==> src/rtl/dmem_arbiter_if.sv <==
// rtl/dmem_arbiter_if.sv - core, DMA and memory-bus signal bundle for dmem_arbiter
interface dmem_arbiter_if;
  logic        c_req;
  logic [31:0] c_addr;
  logic [3:0]  c_be;
  logic [31:0] c_wdata;
  logic        c_gnt;
  logic        c_rvalid;
  logic [31:0] c_rdata;
  logic        c_err;
  logic        core_stall;

  logic        d_req;
  logic [31:0] d_addr;
  logic [3:0]  d_be;
  logic [31:0] d_wdata;
  logic        d_gnt;
  logic        d_rvalid;
  logic [31:0] d_rdata;
  logic        d_err;

  logic        m_req;
  logic [31:0] m_addr;
  logic        m_we;
  logic [3:0]  m_be;
  logic [31:0] m_wdata;
  logic        m_ack;
  logic [31:0] m_rdata;

  // arbiter side
  modport slave (
    input  c_req, c_addr, c_be, c_wdata,
    input  d_req, d_addr, d_be, d_wdata,
    input  m_ack, m_rdata,
    output c_gnt, c_rvalid, c_rdata, c_err, core_stall,
    output d_gnt, d_rvalid, d_rdata, d_err,
    output m_req, m_addr, m_we, m_be, m_wdata
  );

  // requesters and memory side
  modport master (
    output c_req, c_addr, c_be, c_wdata,
    output d_req, d_addr, d_be, d_wdata,
    output m_ack, m_rdata,
    input  c_gnt, c_rvalid, c_rdata, c_err, core_stall,
    input  d_gnt, d_rvalid, d_rdata, d_err,
    input  m_req, m_addr, m_we, m_be, m_wdata
  );
endinterface

==> src/rtl/dmem_arbiter.sv <==
// rtl/dmem_arbiter.sv - round-robin core/DMA arbiter and sequencer for the data-memory bus
module dmem_arbiter #(
  parameter int unsigned TIMEOUT = 15
) (
  input  logic           clk,
  input  logic           rstn,
  dmem_arbiter_if.slave  bus
);
  typedef enum logic [1:0] {IDLE = 2'd0, BUS = 2'd1, RESP = 2'd2} state_t;

  localparam logic OWN_CORE = 1'b0;
  localparam logic OWN_DMA  = 1'b1;
  localparam int   CW       = (TIMEOUT > 1) ? $clog2(TIMEOUT + 1) : 1;

  state_t        state;
  state_t        state_nxt;
  logic          owner;
  logic          last_owner;
  logic [CW-1:0] cnt;
  logic          c_win;
  logic          d_win;
  logic          grant;
  logic          timed_out;
  logic          done;
  logic [31:0]   resp_rdata;
  logic          resp_err;

  assign timed_out  = (TIMEOUT != 0) && ((32'(cnt) + 32'd1) == TIMEOUT);
  assign done       = bus.m_ack || timed_out;
  assign resp_rdata = (bus.m_ack && !bus.m_we) ? bus.m_rdata : 32'd0;
  assign resp_err   = ~bus.m_ack;

  always_ff @(posedge clk) begin
    if (!rstn) state <= IDLE;
    else       state <= state_nxt;
  end

  always_comb begin
    state_nxt = state;
    case (state)
      IDLE:    if (grant) state_nxt = BUS;
      BUS:     if (done)  state_nxt = RESP;
      RESP:    state_nxt = IDLE;
      default: state_nxt = IDLE;
    endcase
  end

  // on a tie the requester that did not own the previous transaction wins
  always_comb begin
    c_win          = 1'b0;
    d_win          = 1'b0;
    if (rstn && state == IDLE) begin
      c_win = bus.c_req & (~bus.d_req | last_owner);
      d_win = bus.d_req & (~bus.c_req | ~last_owner);
    end
    grant          = c_win | d_win;
    bus.c_gnt      = c_win;
    bus.d_gnt      = d_win;
    bus.core_stall = rstn & ((bus.c_req & ~c_win) | (state == BUS && owner == OWN_CORE));
  end

  always_ff @(posedge clk) begin
    if (!rstn) begin
      bus.m_req    <= 1'b0;
      bus.m_addr   <= 32'd0;
      bus.m_we     <= 1'b0;
      bus.m_be     <= 4'd0;
      bus.m_wdata  <= 32'd0;
      bus.c_rvalid <= 1'b0;
      bus.c_rdata  <= 32'd0;
      bus.c_err    <= 1'b0;
      bus.d_rvalid <= 1'b0;
      bus.d_rdata  <= 32'd0;
      bus.d_err    <= 1'b0;
      owner        <= OWN_CORE;
      last_owner   <= OWN_DMA;
      cnt          <= '0;
    end else begin
      bus.c_rvalid <= 1'b0;
      bus.d_rvalid <= 1'b0;
      case (state)
        IDLE: begin
          if (grant) begin
            owner       <= d_win;
            cnt         <= '0;
            bus.m_req   <= 1'b1;
            bus.m_addr  <= d_win ? bus.d_addr  : bus.c_addr;
            bus.m_be    <= d_win ? bus.d_be    : bus.c_be;
            bus.m_we    <= d_win ? |bus.d_be   : |bus.c_be;
            bus.m_wdata <= d_win ? bus.d_wdata : bus.c_wdata;
          end
        end
        BUS: begin
          if (done) begin
            bus.m_req <= 1'b0;
            if (owner == OWN_DMA) begin
              bus.d_rvalid <= 1'b1;
              bus.d_rdata  <= resp_rdata;
              bus.d_err    <= resp_err;
            end else begin
              bus.c_rvalid <= 1'b1;
              bus.c_rdata  <= resp_rdata;
              bus.c_err    <= resp_err;
            end
          end else begin
            cnt <= cnt + CW'(1);
          end
        end
        RESP: last_owner <= owner;
        default: ;
      endcase
    end
  end
endmodule

==> src/flat_wrapper.sv <==
// flat-port wrapper written by rule: the top's interface ports become plain ports
module dmem_arbiter_flat 
#(
  parameter int unsigned TIMEOUT = 15
)
  (clk, rstn, bus_c_req, bus_c_addr, bus_c_be, bus_c_wdata, bus_d_req, bus_d_addr, bus_d_be, bus_d_wdata, bus_m_ack, bus_m_rdata, bus_c_gnt, bus_c_rvalid, bus_c_rdata, bus_c_err, bus_core_stall, bus_d_gnt, bus_d_rvalid, bus_d_rdata, bus_d_err, bus_m_req, bus_m_addr, bus_m_we, bus_m_be, bus_m_wdata);
  dmem_arbiter_if bus_i ();
  input  logic clk;
  input  logic rstn;
  input wire logic [$bits(bus_i.c_req)-1:0] bus_c_req;
  input wire logic [$bits(bus_i.c_addr)-1:0] bus_c_addr;
  input wire logic [$bits(bus_i.c_be)-1:0] bus_c_be;
  input wire logic [$bits(bus_i.c_wdata)-1:0] bus_c_wdata;
  input wire logic [$bits(bus_i.d_req)-1:0] bus_d_req;
  input wire logic [$bits(bus_i.d_addr)-1:0] bus_d_addr;
  input wire logic [$bits(bus_i.d_be)-1:0] bus_d_be;
  input wire logic [$bits(bus_i.d_wdata)-1:0] bus_d_wdata;
  input wire logic [$bits(bus_i.m_ack)-1:0] bus_m_ack;
  input wire logic [$bits(bus_i.m_rdata)-1:0] bus_m_rdata;
  output wire logic [$bits(bus_i.c_gnt)-1:0] bus_c_gnt;
  output wire logic [$bits(bus_i.c_rvalid)-1:0] bus_c_rvalid;
  output wire logic [$bits(bus_i.c_rdata)-1:0] bus_c_rdata;
  output wire logic [$bits(bus_i.c_err)-1:0] bus_c_err;
  output wire logic [$bits(bus_i.core_stall)-1:0] bus_core_stall;
  output wire logic [$bits(bus_i.d_gnt)-1:0] bus_d_gnt;
  output wire logic [$bits(bus_i.d_rvalid)-1:0] bus_d_rvalid;
  output wire logic [$bits(bus_i.d_rdata)-1:0] bus_d_rdata;
  output wire logic [$bits(bus_i.d_err)-1:0] bus_d_err;
  output wire logic [$bits(bus_i.m_req)-1:0] bus_m_req;
  output wire logic [$bits(bus_i.m_addr)-1:0] bus_m_addr;
  output wire logic [$bits(bus_i.m_we)-1:0] bus_m_we;
  output wire logic [$bits(bus_i.m_be)-1:0] bus_m_be;
  output wire logic [$bits(bus_i.m_wdata)-1:0] bus_m_wdata;
  assign bus_i.c_req = bus_c_req;
  assign bus_i.c_addr = bus_c_addr;
  assign bus_i.c_be = bus_c_be;
  assign bus_i.c_wdata = bus_c_wdata;
  assign bus_i.d_req = bus_d_req;
  assign bus_i.d_addr = bus_d_addr;
  assign bus_i.d_be = bus_d_be;
  assign bus_i.d_wdata = bus_d_wdata;
  assign bus_i.m_ack = bus_m_ack;
  assign bus_i.m_rdata = bus_m_rdata;
  assign bus_c_gnt = bus_i.c_gnt;
  assign bus_c_rvalid = bus_i.c_rvalid;
  assign bus_c_rdata = bus_i.c_rdata;
  assign bus_c_err = bus_i.c_err;
  assign bus_core_stall = bus_i.core_stall;
  assign bus_d_gnt = bus_i.d_gnt;
  assign bus_d_rvalid = bus_i.d_rvalid;
  assign bus_d_rdata = bus_i.d_rdata;
  assign bus_d_err = bus_i.d_err;
  assign bus_m_req = bus_i.m_req;
  assign bus_m_addr = bus_i.m_addr;
  assign bus_m_we = bus_i.m_we;
  assign bus_m_be = bus_i.m_be;
  assign bus_m_wdata = bus_i.m_wdata;
  dmem_arbiter #(.TIMEOUT(TIMEOUT)) u_core (.clk(clk), .rstn(rstn), .bus(bus_i));
endmodule
==> config.mk <==
export PLATFORM = sky130hd
export DESIGN_NAME = dmem_arbiter_flat
export DESIGN_NICKNAME = d
export VERILOG_FILES = /design/src/rtl/dmem_arbiter_if.sv /design/src/rtl/dmem_arbiter.sv /design/src/flat_wrapper.sv
export SDC_FILE = /design/constraint.sdc
export NUM_CORES = 1
export LEC_CHECK = 0
export ABC_AREA = 1
export BUFFER_PORTS_ARGS = -buffer_cell sky130_fd_sc_hd__buf_2
export CORE_MARGIN = 2
export CORE_UTILIZATION = 40
export DETAILED_ROUTE_END_ITERATION = 6
export MAX_ROUTING_LAYER = met4
export PLACE_DENSITY_LB_ADDON = 0.05
export REMOVE_ABC_BUFFERS = 1
export SLEW_MARGIN = 0
export SYNTH_ARGS = -nofsm -noshare
export SYNTH_HDL_FRONTEND = slang
export SYNTH_SLANG_ARGS = --single-unit
==> constraint.sdc <==
create_clock -name clk -period 2.1 [get_ports clk]
set_input_delay 0.105 -clock clk [delete_from_list [all_inputs] [get_ports clk]]
set_output_delay 0.105 -clock clk [all_outputs]
set_load 0.005 [all_outputs]
* After elaboration in Yosys (flattened, before gate mapping)
Cells that the tools add are included.
** Word-level totals
- Bits in registers :: 146
- Latch bits :: 0
- Bits in writable memories :: 0
- Memory bits (read-only) :: 0
- Word-level logic and storage cells :: 71
- Memories :: 0
** Cells by class
- Add/subtract/negate cells :: 2
- $mul :: 0
- Divide/modulo/power cells :: 0
- Magnitude comparators :: 0
- Equality and inequality tests :: 6
- Shift-type cells :: 0
- Multiplexer cells :: 18
- Bitwise operators :: 14
- Reduce and logical (&&, ||, !) cells :: 16
** Operators with widths (count)
- $mux 32 :: 3
- $eq 32x4->1 const B :: 1
- $reduce_and 3->1 :: 5
- $mux 4 :: 3
- $pmux 4 s2 :: 1
- $reduce_or 4->1 :: 2
- $mux 1 :: 7
- $not 1->1 :: 6
- $add 4x1->5 const B :: 1
- $add 4x1->4 const B :: 1
- $and 1x1->1 :: 4
- $mux 2 :: 2
- $ne 2x1->1 const B :: 2
- $or 1x1->1 :: 4
- $pmux 2 s2 :: 1
- $reduce_and 2->1 :: 2
- $logic_and 1x1->1 :: 3
- $eq 2x1->1 const B :: 1
- $eq 2x2->1 const B :: 1
- $logic_not 2->1 :: 1
- $ne 2x2->1 const B :: 1
- $pmux 1 s2 :: 1
- $reduce_bool 2->1 :: 1
- $logic_not 1->1 :: 1
- $logic_or 1x1->1 :: 1

* Longest topological paths before layout
Gate-level depths: netlist of run 1.
- Word-level depth :: 8
- Depth in mapped cells :: 13

* Least setup slack after synthesis of run 1
Ideal clock, no wire load.
- Kind :: flip-flop to flip-flop
- Start point :: register u_core.cnt[1]
- End point :: register u_core.bus.d_rdata[19]
- Data arrival time :: 1453 ps
- Required time :: 1987 ps
- Setup slack :: 534 ps
- Stages on the path, launching flop included :: 13
- Cells stage by stage :: dfxtp_1 > ha_1 > inv_1 > nand2_1 > nand2_1 > nor2_1 > nand2_1 > nand2_2 > nand3_2 > buf_6 > buf_2 > nor2_1 > nor2_1
** Between the ends
- Longest elaborated chain between the ends :: 4
** Ends and longest elaborated chain
- start, declared :: RTL line dmem_arbiter.sv:19 : logic [CW-1:0] cnt;
- start signal, assigned :: RTL line dmem_arbiter.sv:106 : cnt <= cnt + CW'(1);
- $add 4x1->5 :: RTL line dmem_arbiter.sv:28 : assign timed_out = (TIMEOUT != 0) && ((32'(cnt) + 32'd1) == TIMEOUT);
- $eq 32x4->1 :: RTL line dmem_arbiter.sv:28
- $logic_or 1x1->1 :: RTL line dmem_arbiter.sv:29 : assign done = bus.m_ack || timed_out;
- $reduce_and 3->1 (no line)
- end signal, assigned :: RTL line dmem_arbiter.sv:98 : bus.d_rdata <= resp_rdata;
- end, declared :: RTL line dmem_arbiter_if.sv:36 : output d_gnt, d_rvalid, d_rdata, d_err,
Every way passes these cells.
A chain may end at the register's enable or synchronous reset.

* Worst setup path in the final report of run 1
- Start point :: register u_core.state[1]
- End point :: register u_core.bus.m_addr[16]
** Between the ends
- Longest elaborated chain between the ends :: 5
- Elaborated cells on any way between the ends :: 7
- Those cells by class :: mux (3); bitwise (1); reduce/logical (3)
** Ends and longest elaborated chain
- start, declared :: RTL line dmem_arbiter.sv:15 : state_t state;
- start signal, assigned :: RTL line dmem_arbiter.sv:35 : else state <= state_nxt;
- $logic_not 2->1 (*) :: RTL line dmem_arbiter.sv:52, dmem_arbiter.sv:81
- $logic_and 1x1->1 :: RTL line dmem_arbiter.sv:52 : if (rstn && state == IDLE) begin
- $mux 1 :: RTL line dmem_arbiter.sv:52
- $or 1x1->1 :: RTL line dmem_arbiter.sv:56 : grant = c_win | d_win;
- $reduce_and 2->1 (no line)
- end signal, assigned :: RTL line dmem_arbiter.sv:87 : bus.m_addr <= d_win ? bus.d_addr : bus.c_addr;
- end, declared :: RTL line dmem_arbiter_if.sv:37 : output m_req, m_addr, m_we, m_be, m_wdata
Every way passes the cells marked *; elsewhere a longest branch is shown, timed or not.

==> flow_metrics.tcl, run 1 <==
set metrics [dict create \
    slew_headroom_pct 60.87 \
    area_growth_pct 60.37 \
    timing.fmax_ghz 0.4929 \
    crit_fanout 30 \
    gp_congestion 0.8265 \
    final-seq-area_sq_mm 0.002923 \
    crit_top_cell "a21oi_1" \
    fillers 1307 \
    min_period_ns 2.029 \
    p_leak_nw 5.016 \
    drtIter0Drc 502 \
    synth-seq-cells 146 \
    dp_hpwl_mm 13.68 \
    hold_viol 0 \
    clkLatencyLatePin_ns 0.43 \
    dieArea_sq_mm 0.01659 \
    worst_path_max_delay_cell "dlygate4sd3_1" \
    worst_slack_ns 0.07114 \
    rows 45 \
    antenna_found_initial 0 \
    first_pass_iters 7 \
    syn_area_sq_mm 0.006230 \
    cts_buffers 17 \
    crit_chain "inv_2, nand3_2, nor2_4, inv_6, buf_12, a21oi_1, a21oi_1, dlygate4sd3_1" \
    cap_violations 0 \
    crit_path_end_kind "flip-flop" \
    finalWirelength_mm 23.51 \
    setup_viol 0 \
    synth_top_area_share_pct 46.92 \
    coreArea_sq_mm 0.01520 \
    ios 314 \
    start_util_pct 40.98 \
    grt_usage_pct 27.88 \
    cts_tree "built" \
    worstPathArrival_ns 2.34 \
    grt_pass1_wl_mm 35.68 \
    fin_skew_ns 0.009974 \
    slowest_delay_ns 0.55 \
    netlist_instances 885 \
    rsz0062_at_grt "yes" \
    antenna_left 0 \
    p_per_area_mw_per_mm2 754.5 \
    drc 0 \
    status "finished clean" \
    vias_per_cell 4.987 \
    finalMaxSlewViolations 0 \
    min-delay-path-class "input pin to flip-flop" \
    h-tree-depth 4 \
    multi_input_area_sq_mm 0.002678 \
    grt_max_degree 73 \
    grt_pass1_vias 7218 \
    finalCritPeriodShare_pct 96.61 \
    layout-drive-gt1-share_pct 28.82 \
    synth_largest_area_cell "dfxtp_1" \
    finish.utilization_pct 65.72 \
    crit_path_start_kind "flip-flop" \
    dr_total_vias 7541 \
    synthTopCellsByArea "dfxtp_1 47%, a21oi_1 14%, nand2_1 12%" \
    syn_area_per_cell_sq_um 7.039 \
    die_h_um 128.8 \
    clock-sinks 146 \
    ys_warn_count 0 \
    numPortBuffers 313 \
    drt-wirelength-per-cell_um 15.55 \
    finalNetCount 1484 \
    yosysSeqAreaShare_pct 46.92 \
    ir_drop_mv 0.5726 \
    power_mw 7.538 \
    fin_setup_tns_ns 0 \
    clk_pin_slew_worst_paths_ns 0.07 \
    cts-root-buf "clkbuf_16" \
    dp_slack_ns 0.3380 \
    clock_path_buffers 2 \
    required_ns 2.41 \
    criticalPathCategory "flip-flop to flip-flop" \
    worst-slew-pin-transition_ns 0.5870 \
    grt_overflow 0 \
    synth_cell_types 24 \
    die_x_um 128.8 \
]
synth_stat cells:
| library cell | n |
|---|---|
| nand2_2 | 1 |
| buf_6 | 6 |
| nand3_1 | 42 |
| inv_2 | 7 |
| o21a_1 | 1 |
| nor2_2 | 4 |
| clkbuf_1 | 27 |
| buf_2 | 24 |
| nor4_1 | 1 |
| nand2_1 | 194 |
| nand4_1 | 3 |
| inv_1 | 75 |
| nand3_2 | 2 |
| o31ai_1 | 1 |
| a21oi_1 | 172 |
| buf_4 | 4 |
| or2_2 | 1 |
| buf_1 | 2 |
| nor2_4 | 2 |
| nor2_1 | 90 |
| dfxtp_1 | 146 |
| ha_1 | 2 |
| o21ai_1 | 19 |
| o21ai_0 | 59 |
critical path: cells and delay by family, from the launching register on:
kind | cells | cell delay (ns)
flops | 1 | 0.35
buf+inv | 4 | 0.94
simple gates | 2 | 0.33
compound gates | 2 | 0.28
cell families after synthesis:
| group | synth area share (%) |
|---|---|
| AOI/OAI and AO/OA | 20.33 |
| DFF | 46.92 |
| buffers and inverters | 10.18 |
| adders and majority gates | 0.4016 |
| and+or+nand+nor | 22.17 |
flip-flops by register name (all words and copies together), names as in the netlist:
register and flops:
u_core.bus.c_rdata 32, u_core.bus.d_rdata 32, u_core.bus.m_addr 32, u_core.bus.m_wdata 32, u_core.bus.m_be 4, u_core.cnt 4, u_core.state 2, u_core.bus.c_err 1
u_core.bus.c_rvalid 1, u_core.bus.d_err 1, u_core.bus.d_rvalid 1, u_core.bus.m_req 1, u_core.bus.m_we 1, u_core.last_owner 1, u_core.owner 1
timing repair:
item                                    4_1_cts  5_1_grt
endpoints found under the hold margin        69        0
setup buffers                                 0        1
endpoints found under the setup margin        0        7
hold buffers                                136        0
resized for setup                             0        7
per-stage QoR:
stage / instances / area (sq um) / hold slack, ns
finish: 1512 / 9991 / 0.01873
global route: 1510 / 9986 / 0.03790
CTS: 1507 / 9913 / 0.003922
detailed placement: 1339 / 7920 / 0.3588
global placement: 1339 / 7920 / 0.3567
floorplan: 822 / 5903 / 0.1892
placed cells by master, fill, tap and decap left out, types with 4 or more instances in the layout:
cell type / n
inv_1: 75
clkinv_4: 4
o21ai_1: 19
bufinv_16: 4
clkbuf_16: 19
inv_6: 4
buf_2: 312
nand3_1: 42
nor2_1: 90
dfxtp_1: 146
buf_4: 9
nand2_1: 194
o21ai_0: 59
buf_12: 7
a21oi_1: 172
dlygate4sd3_1: 136
inv_2: 5
per-layer routing:
| metal | vias to the layer above | share of wire (%) | global-route usage (%) |
|---|---|---|---|
| met1 | 3353 | 40 | 32.21 |
| li1 | 3701 | - | - |
| met3 | 78 | 7.9 | 6.694 |
| met5 | - | 0 | - |
| met2 | 409 | 47 | 45.56 |
| met4 | 0 | 4.2 | 13.43 |
cell type report:
class | instances | area share [%]
clock buffers | 17 | 4.258
inverters | 82 | 3.156
flip-flops and latches | 146 | 29.25
clock inverters | 15 | 2.066
well taps | 188 | 2.354
repair buffers | 468 | 32.06
multi-input cells | 594 | 26.80
diodes | 2 | 0.05009
power breakdown:
part	total (mW)	internal (mW)	switching [mW]
clock network	3.28	2.00	1.28
logic	1.24	0.596	0.642
registers	3.02	2.93	0.0867
worst paths after layout:
check                           startpoint                                   to  slack (ns)  depth (start not counted)
max           u_core.state[1]$_SDFFE_PN0P_   u_core.bus.m_addr[16]$_SDFFE_PN0P_        0.07                          8
min                        bus_m_rdata[26]  u_core.bus.d_rdata[26]$_SDFFE_PN0P_        0.02                          5
max reg2reg   u_core.state[1]$_SDFFE_PN0P_   u_core.bus.m_addr[16]$_SDFFE_PN0P_        0.07                          8
min reg2reg  u_core.bus.d_err$_SDFFE_PN0P_        u_core.bus.d_err$_SDFFE_PN0P_        0.44                          2
Power figures use the tool's default switching activity.
==> inputs of run 2 (changes only) <==
--- a/config.mk
+++ b/config.mk
@@ -6,10 +6,10 @@
 export NUM_CORES = 1
 export LEC_CHECK = 0
 export ABC_AREA = 1
-export BUFFER_PORTS_ARGS = -buffer_cell sky130_fd_sc_hd__buf_2
 export CORE_MARGIN = 2
 export CORE_UTILIZATION = 40
 export DETAILED_ROUTE_END_ITERATION = 6
+export DONT_BUFFER_PORTS = 1
 export MAX_ROUTING_LAYER = met4
 export PLACE_DENSITY_LB_ADDON = 0.05
 export REMOVE_ABC_BUFFERS = 1
==> run 2 against run 1 <==
Sequential cell count did not move. Critical path type unchanged. Critical endpoint is now u_core.bus.m_addr[8]$_SDFFE_PN0P_. Non-clock buffer count fell by 282. Power fell by 1.4%. Final cell count fell by 19%. Critical path depth did not move.
==> flow_metrics.tcl, run 2 (synthesis results as in run 1) <==
set metrics [dict create \
    r2r_cells 8 \
    dp_hpwl_mm 12.66 \
    gp_congestion 0.8464 \
    cts-root-buf "clkbuf_16" \
    finalCritPeriodShare_pct 96.10 \
    die_x_um 128.8 \
    grt_usage_pct 25.15 \
    worst-slew-pin-transition_ns 0.5167 \
    clkPwrFrac_pct 45.8 \
    p_switching_mw 1.831 \
    drtIter0Drc 390 \
    crit_path_end_kind "flip-flop" \
    cap_violations 0 \
    drt-wirelength-per-cell_um 17.44 \
    slew_headroom_pct 65.55 \
    layout_commonest_cell "nand2_1" \
    numPortBuffers 0 \
    finalWirelength_mm 21.40 \
    cts_tree "built" \
    area_growth_pct 41.11 \
    finalNetCount 1202 \
    swShare_pct 24.62 \
    worstPathArrival_ns 2.32 \
    min_period_ns 2.018 \
    min-delay-path-class "input pin to flip-flop" \
    layout_common_cells "194 x nand2_1, 169 x a21oi_1, 169 x dlygate4sd3_1" \
    start_util_pct 40.98 \
    comb_power_share_pct 12.6 \
    hold_viol 0 \
    finalMaxSlewViolations 0 \
    die_h_um 128.8 \
    h-tree-depth 4 \
    grt_overflow 0 \
    first_pass_iters 6 \
    clk_pin_slew_worst_paths_ns 0.06 \
    rsz0062_at_grt "yes" \
    dieArea_sq_mm 0.01659 \
    dr_total_vias 6546 \
    timing.fmax_ghz 0.4955 \
    coreArea_sq_mm 0.01520 \
    p_leak_nw 3.754 \
    ios 314 \
    seqPwrFrac_pct 41.6 \
    ir_drop_mv 0.4781 \
    cts_buffers 17 \
    p_int_mw 5.604 \
    vias_per_cell 5.335 \
    p_per_area_mw_per_mm2 845.7 \
    status "finished clean" \
    fin_skew_ns 0.006310 \
    rows 45 \
    grt_pass1_vias 6279 \
    crit_path_start_kind "flip-flop" \
    fin_setup_tns_ns 0 \
    criticalPathCategory "flip-flop to flip-flop" \
    antenna_left 0 \
    layout-drive-gt1-share_pct 6.545 \
    antenna_found_initial 0 \
    clkLatencyLatePin_ns 0.41 \
    setup_viol 0 \
    crit_fanout 33 \
    clock_path_buffers 2 \
    grt_max_degree 111 \
    clock-sinks 146 \
    hold_depth 4 \
    required_ns 2.40 \
    worst_hold_slack_ns 0.01992 \
    drc 0 \
    antenna_cells 0 \
    grt_pass1_wl_mm 32.02 \
]
[run 2: worst max-delay path, stage by stage (launching register included)]
cell and delay, ns:
dfxtp_1 0.31, inv_2 0.09, nand3_2 0.13, nor2_4 0.23, inv_6 0.12, buf_12 0.19
a21oi_1 0.15, a21oi_1 0.09, dlygate4sd3_1 0.56
[run 2: final cells by class]
type	instances	area (sq um)
tap	188	235.2
clock inverter	9	176.4
sequential	146	2923
multi-input combinational	594	2698
fill	1364	6411
clock buffer	22	484.2
timing repair buffer	186	1957
inverter	82	317.8
[run 2: power groups by stage]
stage | clock network (mW) | logic [mW] | registers [mW]
floorplan | 0 | 0.396 | 3.09
global placement | 0 | 0.543 | 3.15
detailed placement | 0 | 0.564 | 3.15
CTS | 3.47 | 0.876 | 3.09
global route | 3.59 | 1.03 | 3.10
finish | 3.40 | 0.939 | 3.09
[run 2: stage by stage]
step | area (sq um) | cells | utilization, % | total power, mW | setup slack (ns)
3_3_place_gp | 6316 | 1023 | 41.55 | 3.692 | 0.4081
6_report | 8791 | 1227 | 57.83 | 7.434 | 0.08186
3_5_place_dp | 6316 | 1023 | 41.55 | 3.711 | 0.3055
5_1_grt | 8791 | 1227 | 57.83 | 7.721 | -0.01862
4_1_cts | 8696 | 1224 | 57.20 | 7.434 | 0.02651
2_1_floorplan | 5903 | 822 | - | 3.482 | -1.391
[run 2: path summary, 6_finish.rpt]
check                                      from                           endpoint  slack (ns)
setup / recovery   u_core.state[0]$_SDFFE_PN0P_  u_core.bus.m_addr[8]$_SDFFE_PN0P_        0.08
setup reg to reg   u_core.state[0]$_SDFFE_PN0P_  u_core.bus.m_addr[8]$_SDFFE_PN0P_        0.08
hold / removal                      bus_c_be[3]       u_core.bus.m_we$_SDFFE_PN0P_        0.02
hold reg to reg   u_core.bus.d_err$_SDFFE_PN0P_      u_core.bus.d_err$_SDFFE_PN0P_        0.46
[run 2: metal layers]
| metal | global-route usage, % | up-vias | part of all wire, % |
|---|---|---|---|
| met5 | - | - | 0 |
| met4 | 12.79 | 0 | 3.9 |
| met3 | 6.736 | 56 | 8.4 |
| met2 | 40.27 | 367 | 48 |
| met1 | 29.03 | 2977 | 40 |
| li1 | - | 3146 | - |
[run 2: what timing repair did]
| action | CTS | global route |
|---|---|---|
| resized for setup | 0 | 14 |
| hold buffers | 170 | 0 |
| setup endpoints to repair | 0 | 14 |
| endpoints found under the hold margin | 144 | 0 |
| setup buffers | 0 | 1 |
==> inputs of run 3 (changes only) <==
--- a/config.mk
+++ b/config.mk
@@ -12,7 +12,6 @@
 export DONT_BUFFER_PORTS = 1
 export MAX_ROUTING_LAYER = met4
 export PLACE_DENSITY_LB_ADDON = 0.05
-export REMOVE_ABC_BUFFERS = 1
 export SLEW_MARGIN = 0
 export SYNTH_ARGS = -nofsm -noshare
 export SYNTH_HDL_FRONTEND = slang
==> run 3 against run 2 <==
Register-to-register slack better by 0.05 ns. Die area stayed put. Utilization hardly changed. Via count is 0.44% higher. Setup slack better by 0.051 ns. Clock power is 1% lower. Worst hold slack better by 0.047 ns. Sequential power hardly changed. Critical path depth is 1 higher.
==> flow_metrics.tcl, run 3 (synthesis results as in run 1) <==
set metrics [dict create \
    clkLatencyLatePin_ns 0.42 \
    die_x_um 128.8 \
    p_leak_nw 3.761 \
    layout-drive-gt1-share_pct 6.711 \
    vias_per_cell 5.341 \
    grt_pass1_vias 6292 \
    dp_slack_ns 0.3030 \
    grt_max_degree 111 \
    clk_pin_slew_worst_paths_ns 0.06 \
    ir_drop_mv 0.5647 \
    cts-root-buf "clkbuf_16" \
    fin_setup_tns_ns 0 \
    die_h_um 128.8 \
    min_period_ns 1.967 \
    status "finished clean" \
    fin_skew_ns 0.009295 \
    crit_fanout 18 \
    crit_path_start_kind "flip-flop" \
    cts_tree "built" \
    layout_common_cells "194 x nand2_1, 171 x a21oi_1, 169 x dlygate4sd3_1" \
    rows 45 \
    power_mw 7.391 \
    worst_slack_ns 0.1334 \
    area_growth_pct 41.05 \
    rsz0062_at_grt "no" \
    finalCritPeriodShare_pct 93.65 \
    worstPathArrival_ns 2.27 \
    worst_path_max_delay_cell "dlygate4sd3_1" \
    fillers 1331 \
    finalWirelength_mm 21.38 \
    fin_area_sq_mm 0.008787 \
    grt_pass1_wl_mm 32.69 \
    clock_path_buffers 2 \
    slew_headroom_pct 66.13 \
    slowest_delay_ns 0.55 \
    gp_congestion 0.8309 \
    cts_buffers 17 \
    dp_hpwl_mm 12.68 \
    ios 314 \
    antenna_left 0 \
    required_ns 2.40 \
    h-tree-depth 4 \
    clock-sinks 146 \
    drtIter0Drc 372 \
    crit_chain "inv_2, nand3_4, nor2_4, nor2_4, buf_4, buf_12, a21oi_1, a21oi_1, dlygate4sd3_1" \
    antenna_cells 0 \
    numPortBuffers 0 \
    crit_path_end_kind "flip-flop" \
    setup_viol 0 \
    antenna_found_initial 0 \
    grt_usage_pct 25.62 \
    drc 0 \
    min-delay-path-class "input pin to flip-flop" \
    placed_cell_area_sq_mm 0.006306 \
    grt_overflow 0 \
    cap_violations 0 \
    final-seq-area_sq_mm 0.002923 \
    start_util_pct 40.98 \
    p_per_area_mw_per_mm2 841.1 \
    drt-wirelength-per-cell_um 17.36 \
    finalMaxSlewViolations 0 \
    worst-slew-pin-transition_ns 0.5080 \
    hold_viol 0 \
    synthesis.nets 1060 \
    layout_commonest_cell "nand2_1" \
    first_pass_iters 5 \
    dieArea_sq_mm 0.01659 \
    dr_total_vias 6575 \
    finalNetCount 1206 \
    multi_input_area_sq_mm 0.002698 \
    coreArea_sq_mm 0.01520 \
    timing.fmax_ghz 0.5085 \
    criticalPathCategory "flip-flop to flip-flop" \
]
run 3: worst max-delay path, delay by kind of cell (launching register included):
family	cells	cell delay (ns)
AOI/OAI and AO/OA	2	0.23
and+or+nand+nor	3	0.35
buffers and inverters	4	0.94
DFF	1	0.32
run 3: path summary, 6_finish.rpt:
check	start	to	slack [ns]	cells after the start
setup reg to reg	u_core.state[0]$_SDFFE_PN0P_	u_core.bus.m_wdata[15]$_SDFFE_PN0P_	0.13	9
hold / removal	bus_c_be[3]	u_core.bus.m_we$_SDFFE_PN0P_	0.07	4
setup / recovery	u_core.state[0]$_SDFFE_PN0P_	u_core.bus.m_wdata[15]$_SDFFE_PN0P_	0.13	9
hold reg to reg	u_core.bus.c_rdata[10]$_SDFFE_PN0P_	u_core.bus.c_rdata[10]$_SDFFE_PN0P_	0.48	2
run 3: cell type report:
class	count	area share (%)
Clock inverter	10	2.050
Inverter	82	3.531
Multi-Input combinational cell	594	30.70
Timing Repair Buffer	190	22.43
Tap cell	188	2.677
Clock buffer	21	5.354
Sequential cell	146	33.26
run 3: power by group:
part           switching, mW  leakage [nW]  internal [mW]
registers              0.151          1.19           2.94
logic                  0.501          2.25          0.451
clock network           1.16         0.315           2.19
run 3: layer usage:
layer	GRT usage [%]	vias up	wire, um
li1	-	3151	-
met1	29.47	2992	8448
met2	41.08	354	10310
met3	7.027	78	1705
met4	12.92	0	909
met5	-	-	0
run 3: repair_timing:
| item | in CTS | in global routing |
|---|---|---|
| hold endpoints to repair | 142 | 0 |
| resized for setup | 0 | 7 |
| setup endpoints to repair | 0 | 21 |
| setup buffers | 0 | 3 |
| hold buffers | 170 | 0 |
run 3: metrics by stage:
step / instances / hold WS [ns] / utilization, %
floorplan: 885 / 0.2470 / -
global placement: 1025 / 0.2181 / 41.48
detailed placement: 1025 / 0.2231 / 41.48
CTS: 1226 / 0.04581 / 57.07
global route: 1231 / 0.05953 / 57.80
finish: 1231 / 0.06696 / 57.80
